<file path="config.mk">
export PLATFORM = sky130hd
export DESIGN_NAME = counter_btn_ctrl
export DESIGN_NICKNAME = d
export VERILOG_FILES = /design/src/rtl/counter_pkg.sv /design/src/rtl/btn_debounce.sv /design/src/rtl/counter_btn_ctrl.sv
export SDC_FILE = /design/constraint.sdc
export NUM_CORES = 1
export LEC_CHECK = 0
export ABC_AREA = 1
export CAP_MARGIN = 0
export CORE_ASPECT_RATIO = 1.2
export CORE_MARGIN = 1.5
export CORE_UTILIZATION = 30
export CTS_CLUSTER_DIAMETER = 150
export CTS_CLUSTER_SIZE = 8
export DETAILED_ROUTE_END_ITERATION = 7
export PLACE_DENSITY_LB_ADDON = 0.25
export SYNTH_ARGS = -nofsm -noshare
export SYNTH_HDL_FRONTEND = slang
export SYNTH_HIERARCHICAL = 1
export SYNTH_SLANG_ARGS = --single-unit
export TNS_END_PERCENT = 1
</file>
<file path="constraint.sdc">
create_clock -name clk -period 1.8 [get_ports clk]
set_clock_uncertainty 0.05 [all_clocks]
set_input_delay 0.18 -clock clk [delete_from_list [all_inputs] [get_ports clk]]
set_output_delay 0.18 -clock clk [all_outputs]
set_load 0.02 [all_outputs]
</file>
<file path="src/rtl/counter_pkg.sv">
// Shared definitions for the up/down counter front end.
//   state_e           : button-control FSM states
//   DEF_*             : default timing constants (clock cycles)
//   DATA_W            : width of the downstream saturating counter
package counter_pkg;

   localparam int unsigned DATA_W = 8;

   localparam logic [15:0] DEF_DEBOUNCE_CYCLES = 16'd50000;
   localparam logic [23:0] DEF_REPEAT_DELAY    = 24'd5000000;
   localparam logic [23:0] DEF_REPEAT_RATE     = 24'd1000000;

   typedef enum logic [1:0] {
      ST_IDLE,
      ST_DELAY,
      ST_REPEAT,
      ST_LOCK
   } state_e;

endpackage

</file>
<file path="src/rtl/btn_debounce.sv">
// Synchroniser, debouncer and rising-edge detector for one push button.
//   clk, rst : system clock, async active-high reset
//   btn_raw  : raw asynchronous button input
//   level    : debounced level, registered so it lines up with press
//   press    : one-cycle strobe on a debounced rising edge
module btn_debounce
   import counter_pkg::*;
#(
   parameter logic [15:0] DEBOUNCE_CYCLES = DEF_DEBOUNCE_CYCLES
) (
   input  logic clk,
   input  logic rst,
   input  logic btn_raw,
   output logic level,
   output logic press
);

   logic        sync1_q, sync1_d;
   logic        sync2_q, sync2_d;
   logic        deb_q, deb_d;
   logic [15:0] cnt_q, cnt_d;
   logic        lvl_q, lvl_d;
   logic        press_q, press_d;

   always_comb begin
      sync1_d = btn_raw;
      sync2_d = sync1_q;
      deb_d   = deb_q;
      cnt_d   = '0;
      if (sync2_q != deb_q) begin
         if (cnt_q == DEBOUNCE_CYCLES - 16'd1) begin
            deb_d = ~deb_q;
         end else begin
            cnt_d = cnt_q + 16'd1;
         end
      end
      // level and press are both taken from deb_q so they become valid together
      lvl_d   = deb_q;
      press_d = deb_q & ~lvl_q;
   end

   always_ff @(posedge clk or posedge rst) begin
      if (rst) begin
         sync1_q <= 1'b0;
         sync2_q <= 1'b0;
         deb_q   <= 1'b0;
         cnt_q   <= '0;
         lvl_q   <= 1'b0;
         press_q <= 1'b0;
      end else begin
         sync1_q <= sync1_d;
         sync2_q <= sync2_d;
         deb_q   <= deb_d;
         cnt_q   <= cnt_d;
         lvl_q   <= lvl_d;
         press_q <= press_d;
      end
   end

   assign level = lvl_q;
   assign press = press_q;

endmodule

</file>
<file path="src/rtl/counter_btn_ctrl.sv">
// Push-button front end for the 8-bit saturating up/down counter.
// Turns increment/decrement buttons into one step per press with
// hold-to-auto-repeat; pressing both buttons locks out stepping.
//   clk, rst         : system clock, async active-high reset
//   btn_inc, btn_dec : raw buttons, asynchronous, active-high
//   en               : one-cycle step strobe to the counter
//   up               : step direction (1 = increment), changes only with en
//   busy             : FSM is not idle
//
// state     | meaning
// ----------+------------------------------------------------------
// ST_IDLE   | waiting for a press on a single button
// ST_DELAY  | first step issued, waiting REPEAT_DELAY before repeat
// ST_REPEAT | auto-repeating every REPEAT_RATE cycles
// ST_LOCK   | both buttons involved, no steps until both released
module counter_btn_ctrl
   import counter_pkg::*;
#(
   parameter logic [15:0] DEBOUNCE_CYCLES = DEF_DEBOUNCE_CYCLES,
   parameter logic [23:0] REPEAT_DELAY    = DEF_REPEAT_DELAY,
   parameter logic [23:0] REPEAT_RATE     = DEF_REPEAT_RATE
) (
   input  logic clk,
   input  logic rst,
   input  logic btn_inc,
   input  logic btn_dec,
   output logic en,
   output logic up,
   output logic busy
);

   logic lvl_inc, lvl_dec, press_inc, press_dec;

   btn_debounce #(.DEBOUNCE_CYCLES(DEBOUNCE_CYCLES)) u_deb_inc (
      .clk     (clk),
      .rst     (rst),
      .btn_raw (btn_inc),
      .level   (lvl_inc),
      .press   (press_inc)
   );

   btn_debounce #(.DEBOUNCE_CYCLES(DEBOUNCE_CYCLES)) u_deb_dec (
      .clk     (clk),
      .rst     (rst),
      .btn_raw (btn_dec),
      .level   (lvl_dec),
      .press   (press_dec)
   );

   state_e      state_q, state_d;
   logic [23:0] timer_q, timer_d;
   logic        en_q, en_d;
   logic        up_q, up_d;
   logic        own_lvl, other_lvl;

   always_comb begin
      state_d   = state_q;
      timer_d   = timer_q;
      en_d      = 1'b0;
      up_d      = up_q;
      // up_q remembers which button started the current hold
      own_lvl   = up_q ? lvl_inc : lvl_dec;
      other_lvl = up_q ? lvl_dec : lvl_inc;
      case (state_q)
         ST_IDLE: begin
            if (press_inc && press_dec) begin
               state_d = ST_LOCK;
            end else if (press_inc && !lvl_dec) begin
               en_d    = 1'b1;
               up_d    = 1'b1;
               timer_d = REPEAT_DELAY - 24'd1;
               state_d = ST_DELAY;
            end else if (press_dec && !lvl_inc) begin
               en_d    = 1'b1;
               up_d    = 1'b0;
               timer_d = REPEAT_DELAY - 24'd1;
               state_d = ST_DELAY;
            end
         end
         ST_DELAY, ST_REPEAT: begin
            // exits win over a due timer step
            if (other_lvl) begin
               state_d = ST_LOCK;
            end else if (!own_lvl) begin
               state_d = ST_IDLE;
            end else if (timer_q == 24'd0) begin
               en_d    = 1'b1;
               timer_d = REPEAT_RATE - 24'd1;
               state_d = ST_REPEAT;
            end else begin
               timer_d = timer_q - 24'd1;
            end
         end
         ST_LOCK: begin
            if (!lvl_inc && !lvl_dec) begin
               state_d = ST_IDLE;
            end
         end
         default: state_d = ST_IDLE;
      endcase
   end

   always_ff @(posedge clk or posedge rst) begin
      if (rst) begin
         state_q <= ST_IDLE;
         timer_q <= '0;
         en_q    <= 1'b0;
         up_q    <= 1'b0;
      end else begin
         state_q <= state_d;
         timer_q <= timer_d;
         en_q    <= en_d;
         up_q    <= up_d;
      end
   end

   assign en   = en_q;
   assign up   = up_q;
   assign busy = (state_q != ST_IDLE);

endmodule
</file>
; Word-level counts from Yosys, hierarchy flattened
; Cells that the tools add are included.
[classes]
n_addsub = 3
n_eq_ne = 14
n_mux = 30
n_bitwise = 7
n_reduce_logical = 17
[op_table]
columns = operator, count
row1 = 2-to-1 mux 24 bit, 6
row2 = 2-to-1 mux 16 bit, 4
row3 = case mux 24 bit (2 select lines), 1
row4 = adder 16 x 1 -> 16 bit (second input constant), 2
row5 = equality test 16 bit (second input constant), 2
row6 = zero test 24 bit, 1
row7 = subtractor 24 x 1 -> 24 bit (second input constant), 1
row8 = 2-to-1 mux 2 bit, 7
row9 = 2-to-1 mux 1 bit, 10
row10 = != test 2 bit (second input constant), 4
row11 = != test 4 bit (second input constant), 2
row12 = case mux 2 bit (3 select lines), 1
row13 = AND reduction 3 bit, 2
row14 = nonzero test 2 bit, 3
row15 = NOT 1 bit, 5
row16 = AND reduction 5 bit, 1
row17 = equality test 2 bit (second input constant), 2
row18 = logical AND 1 bit, 4
row19 = AND reduction 2 bit, 2
row20 = != test 3 bit (second input constant), 1
row21 = AND 1 bit, 2
row22 = equality test 2 x 1 -> 1 bit (second input constant), 1
row23 = zero test 1 bit, 2
row24 = zero test 2 bit, 1
row25 = other kinds (3), 4
[word_totals]
register_bits = 70
in_bits = 4
output_inout_bits = 3
word_cells = 87

; Depth between registers and ports, before layout
[depth]
word_depth = 6
mapped_depth = 12
mapped_depth_nobuf = 12

; Hierarchy
; Netlist, hierarchy kept.
[by_module_without_submodules]
columns = mod, n_inst, cells_each, area_each_um2, seq_area_each_um2
row1 = btn_debounce, 2, 133, 1078.5, 525.5
row2 = counter_btn_ctrl, 1, 264, 1968.1, 700.7

; Least setup slack after synthesis
; No wires, ideal clock.
[synth_timing]
path_type = reg-to-reg
start = register state_q[0]
end = register timer_q[21]
setup_time_ps = 113
arrival_time_ps = 1499
t_required_ps = 1637
path_slack_ps = 138
path_stages_with_launch = 13
n_path_buf = 1
period_less_slack_ps = 1662
path_cell_list = dfrtp_1 > inv_1 > ha_1 > inv_1 > a21oi_2 > nand2_2 > nand2_4 > nand2_8 > inv_6 > nand2_4 > buf_6 > nand2_2 > nor2_2
[synth_via]
elab_chain_cells = 4
elab_cells_between_ends = 11
classes_between = eq/ne (6) / mux (1) / reduce/logical (4)
[synth_lines]
columns = item, line
row1 = from (decl), counter_btn_ctrl.sv:50  ; state_e state_q, state_d;
row2 = from (signal assigned), counter_btn_ctrl.sv:110  ; state_q <= state_d;
row3 = equality test 2 x 1 -> 1 bit / equality test 2 bit (equally long branches), counter_btn_ctrl.sv:64  ; case (state_q)
row4 = OR reduction 2 bit, counter_btn_ctrl.sv:64
row5 = != test 2 bit (no source line) / nonzero test 2 bit (equally long branches), --
row6 = AND reduction 5 bit (no source line), --
row7 = to (signal assigned), counter_btn_ctrl.sv:111  ; timer_q <= timer_d;
row8 = to (decl), counter_btn_ctrl.sv:51  ; logic [23:0] timer_q, timer_d;
; Several ways; a longest one is shown, not always the timed one.
; A chain may end at the register's enable or synchronous reset.

; Final worst setup path
[layout_timing]
start = register state_q[0]
end = register timer_q[0]
; Same word-level chain as after synthesis.

==> impl_metrics.ini <==
[status]
status = finished clean

[synth]
synth_warnings = 6
syn-num-nets = 540
synth_cell_types = 35
ys_seq_area_share_pct = 42.5
syn_avg_cell_area_um2 = 7.78
synth_area_mm2 = 0.00413
synthCells = 530
ys_ff_latch = 70

[timing]
finalHoldViolCount = 0
setup_viol = 0
grt_setup_unrepaired = yes
period_share_pct = 93.5
setup_slack_ps = 116
slew_headroom_pct = 74.4
min_period_ps = 1680
tightest_slew_ps = 383
drv_slew = 0
timing.fmax_mhz = 594
whs_ps = 183

[global_route]
grt.total_usage_pct = 13.3
grt_max_degree = 29
antenna_found_initial = 0
grt_first_pass_wirelength_um = 15300
grt_overflow = 0
grt_pass1_vias = 3365

[power_and_ir_drop]
p_leak_nw = 2.53
combPwrFrac_pct = 2.5
powerDensity_mw_per_mm2 = 730
clockPowerShare_pct = 52.0
max-vdd-ir-drop_v = 0.000442
intPower_mw = 2.70
p_seq_share_pct = 45.5
swShare_pct = 23.2
p_switching_uw = 817

[cts]
numCtsBuffers = 9
clkTransAtPathRegs_ps = 60
clockRootBuffer = clkbuf_16
postCtsHoldBufs = 0
clkLatencyLatePin_ps = 340
cts_num_sinks = 70
htreeDepth = 3
cts_tree = done
clockBufferDepth = 2

[drt]
drt_iter0_drc = 160
wl_per_cell_um = 11.7
postRouteAntennaNets = 0
drt-total-wl_um = 8510
drt_drc_violations_left = 0
first_pass_iters = 4
avgViaCountPerCell = 4.58
via_count = 3342

[setup_path]
crit_required_ps = 1970
crit_path_end_kind = flop
cp_max_fo = 11
start_kind = flop
arrival_ps = 1860
crit_type = reg -> reg

[finish]
layout_commonest_cell = nand2_1
final_cell_mix = nand2_1, nor2_1, inv_1
final_cells = 730
nets = 567
n_fill_cell = 1393
num_antenna_cells = 0
layout-drive-gt1-share_pct = 16.0
area_growth_syn_to_layout_pct = 16.8
finish.utilization_pct = 36.3

[placed_design]
place_ws_ps = 14.9
hpwlAfterDp_um = 6380
dp_cells = 712
routabilityCongestion = 0.842
io_buffers = 6

[min_path]
hold_class = in -> async

[floorplanning]
rows = 46
dieArea_mm2 = 0.0145
die_w_um = 110
num_io_pins = 7
core_mm2 = 0.0133
start_util_pct = 31.0
dieHeight_um = 131

[flow_run]
max_cap_viol_count = 0
synthesized netlist by cell type:
cell type | n | area, um^2
inv_1 | 72 | 270
xnor2_1 | 3 | 26.3
nor3b_2 | 2 | 25.0
nand2_8 | 1 | 20.0
dfrtp_1 | 70 | 1750
o21ai_2 | 1 | 8.76
ha_1 | 6 | 75.1
a21o_1 | 3 | 22.5
inv_2 | 3 | 11.3
o21ai_1 | 3 | 15.0
xor2_2 | 2 | 32.5
nor2_2 | 11 | 68.8
a21oi_2 | 1 | 8.76
nand2_4 | 3 | 33.8
nand3_1 | 46 | 230
nor2_4 | 8 | 90.1
nor3_4 | 3 | 48.8
nor2_1 | 92 | 345
a31oi_1 | 4 | 25.0
nand3b_1 | 1 | 7.51
nand3_4 | 1 | 17.5
nand4_1 | 14 | 87.6
nor3_1 | 3 | 15.0
nand4_4 | 1 | 21.3
nand3_2 | 6 | 60.1
buf_6 | 3 | 33.8
a21oi_1 | 11 | 55.1
a32oi_1 | 1 | 8.76
nor3_2 | 2 | 20.0
nand2_1 | 118 | 443
nand2_2 | 11 | 68.8
xor2_1 | 13 | 114
o21bai_1 | 2 | 15.0
inv_6 | 1 | 8.76
o21ai_0 | 8 | 40.0
power groups by stage:
stage / clock [mW] / combinational, mW / sequential (mW)
floorplan: 0 / 0.0584 / 1.63
global placement: 0 / 0.0908 / 1.63
detailed placement: 0 / 0.0934 / 1.63
CTS: 1.89 / 0.0940 / 1.60
global route: 1.95 / 0.106 / 1.60
finish: 1.83 / 0.0893 / 1.60
per-layer routing:
metal  routed length, um  global-route usage (%)
met1                3960                    16.7
met2                4140                    21.5
met3                 244                    3.42
met4                 171                    5.41
met5                   0                       0
state kept, by name, indices dropped and copies added (netlist names):
signal             count
u_deb_dec/sync1_q      1
timer_q               24
u_deb_inc/sync1_q      1
u_deb_dec/level        1
u_deb_dec/deb_q        1
u_deb_inc/press        1
u_deb_inc/deb_q        1
en                     1
u_deb_inc/sync2_q      1
u_deb_dec/cnt_q       16
u_deb_dec/press        1
up                     1
u_deb_dec/sync2_q      1
u_deb_inc/level        1
u_deb_inc/cnt_q       16
state_q                2
critical path, cell delays in order (launching register included):
cell and delay, ps:
dfrtp_1 350, inv_1 50, ha_1 320, nand2_1 140
nand2_4 90, nand2_8 130, clkinv_8 100, nand2_8 120
buf_4 150, nand3_1 70
cells by family (layout without fill, tap and decap cells):
logic type,count (synthesis),after routing,synth area share (%)
AND/OR/NAND/NOR,323,323,38.9
buffers and inverters,79,111,7.86
XOR/XNOR,18,18,4.19
adder cells (fa/ha/maj),6,6,1.82
flip-flops,70,70,42.5
AO/OA/AOI/OAI,34,34,4.82
metrics by stage:
| stage | TNS, ps | instance area, um^2 | total power [mW] |
|---|---|---|---|
| floorplan | 0 | 4130 | 1.69 |
| global placement | 0 | 4440 | 1.72 |
| detailed placement | 0 | 4440 | 1.72 |
| CTS | 0 | 4750 | 3.58 |
| global route | -36.4 | 4820 | 3.66 |
| finish | 0 | 4820 | 3.52 |
what timing repair did:
action                                 CTS  global route
setup endpoints to repair                1            19
endpoints found under the hold margin    0             0
pin swaps                                0             1
buffers inserted                         0             2
resized for setup                        1            10
final timing paths:
| path | start | slack (ps) | end | cells past startpoint |
|---|---|---|---|---|
| min reg2reg | u_deb_inc/sync1_q$_DFF_PP0_ | 300 | u_deb_inc/sync2_q$_DFF_PP0_ | 0 |
| min in group clk | btn_dec | 220 | u_deb_dec/sync1_q$_DFF_PP0_ | 1 |
| max | state_q[0]$_DFFE_PP0P_ | 120 | timer_q[0]$_DFFE_PP0P_ | 9 |
| max reg2reg | state_q[0]$_DFFE_PP0P_ | 120 | timer_q[0]$_DFFE_PP0P_ | 9 |
| max in group asynchronous | rst | 1160 | timer_q[5]$_DFFE_PP0P_ | 3 |
| min | rst | 180 | u_deb_inc/cnt_q[15]$_DFF_PP0_ | 3 |
area by class of cell:
type | instances | area (um^2) | share of cell area (%)
flip-flops and latches | 70 | 1750 | 36.3
multi-input cells | 381 | 2080 | 43.2
clock inverters | 7 | 80.1 | 1.66
clock buffers | 9 | 225 | 4.67
inverters | 76 | 298 | 6.18
repair buffers | 19 | 171 | 3.56
well taps | 168 | 210 | 4.36
No activity file was read; power rests on OpenSTA's default activity.
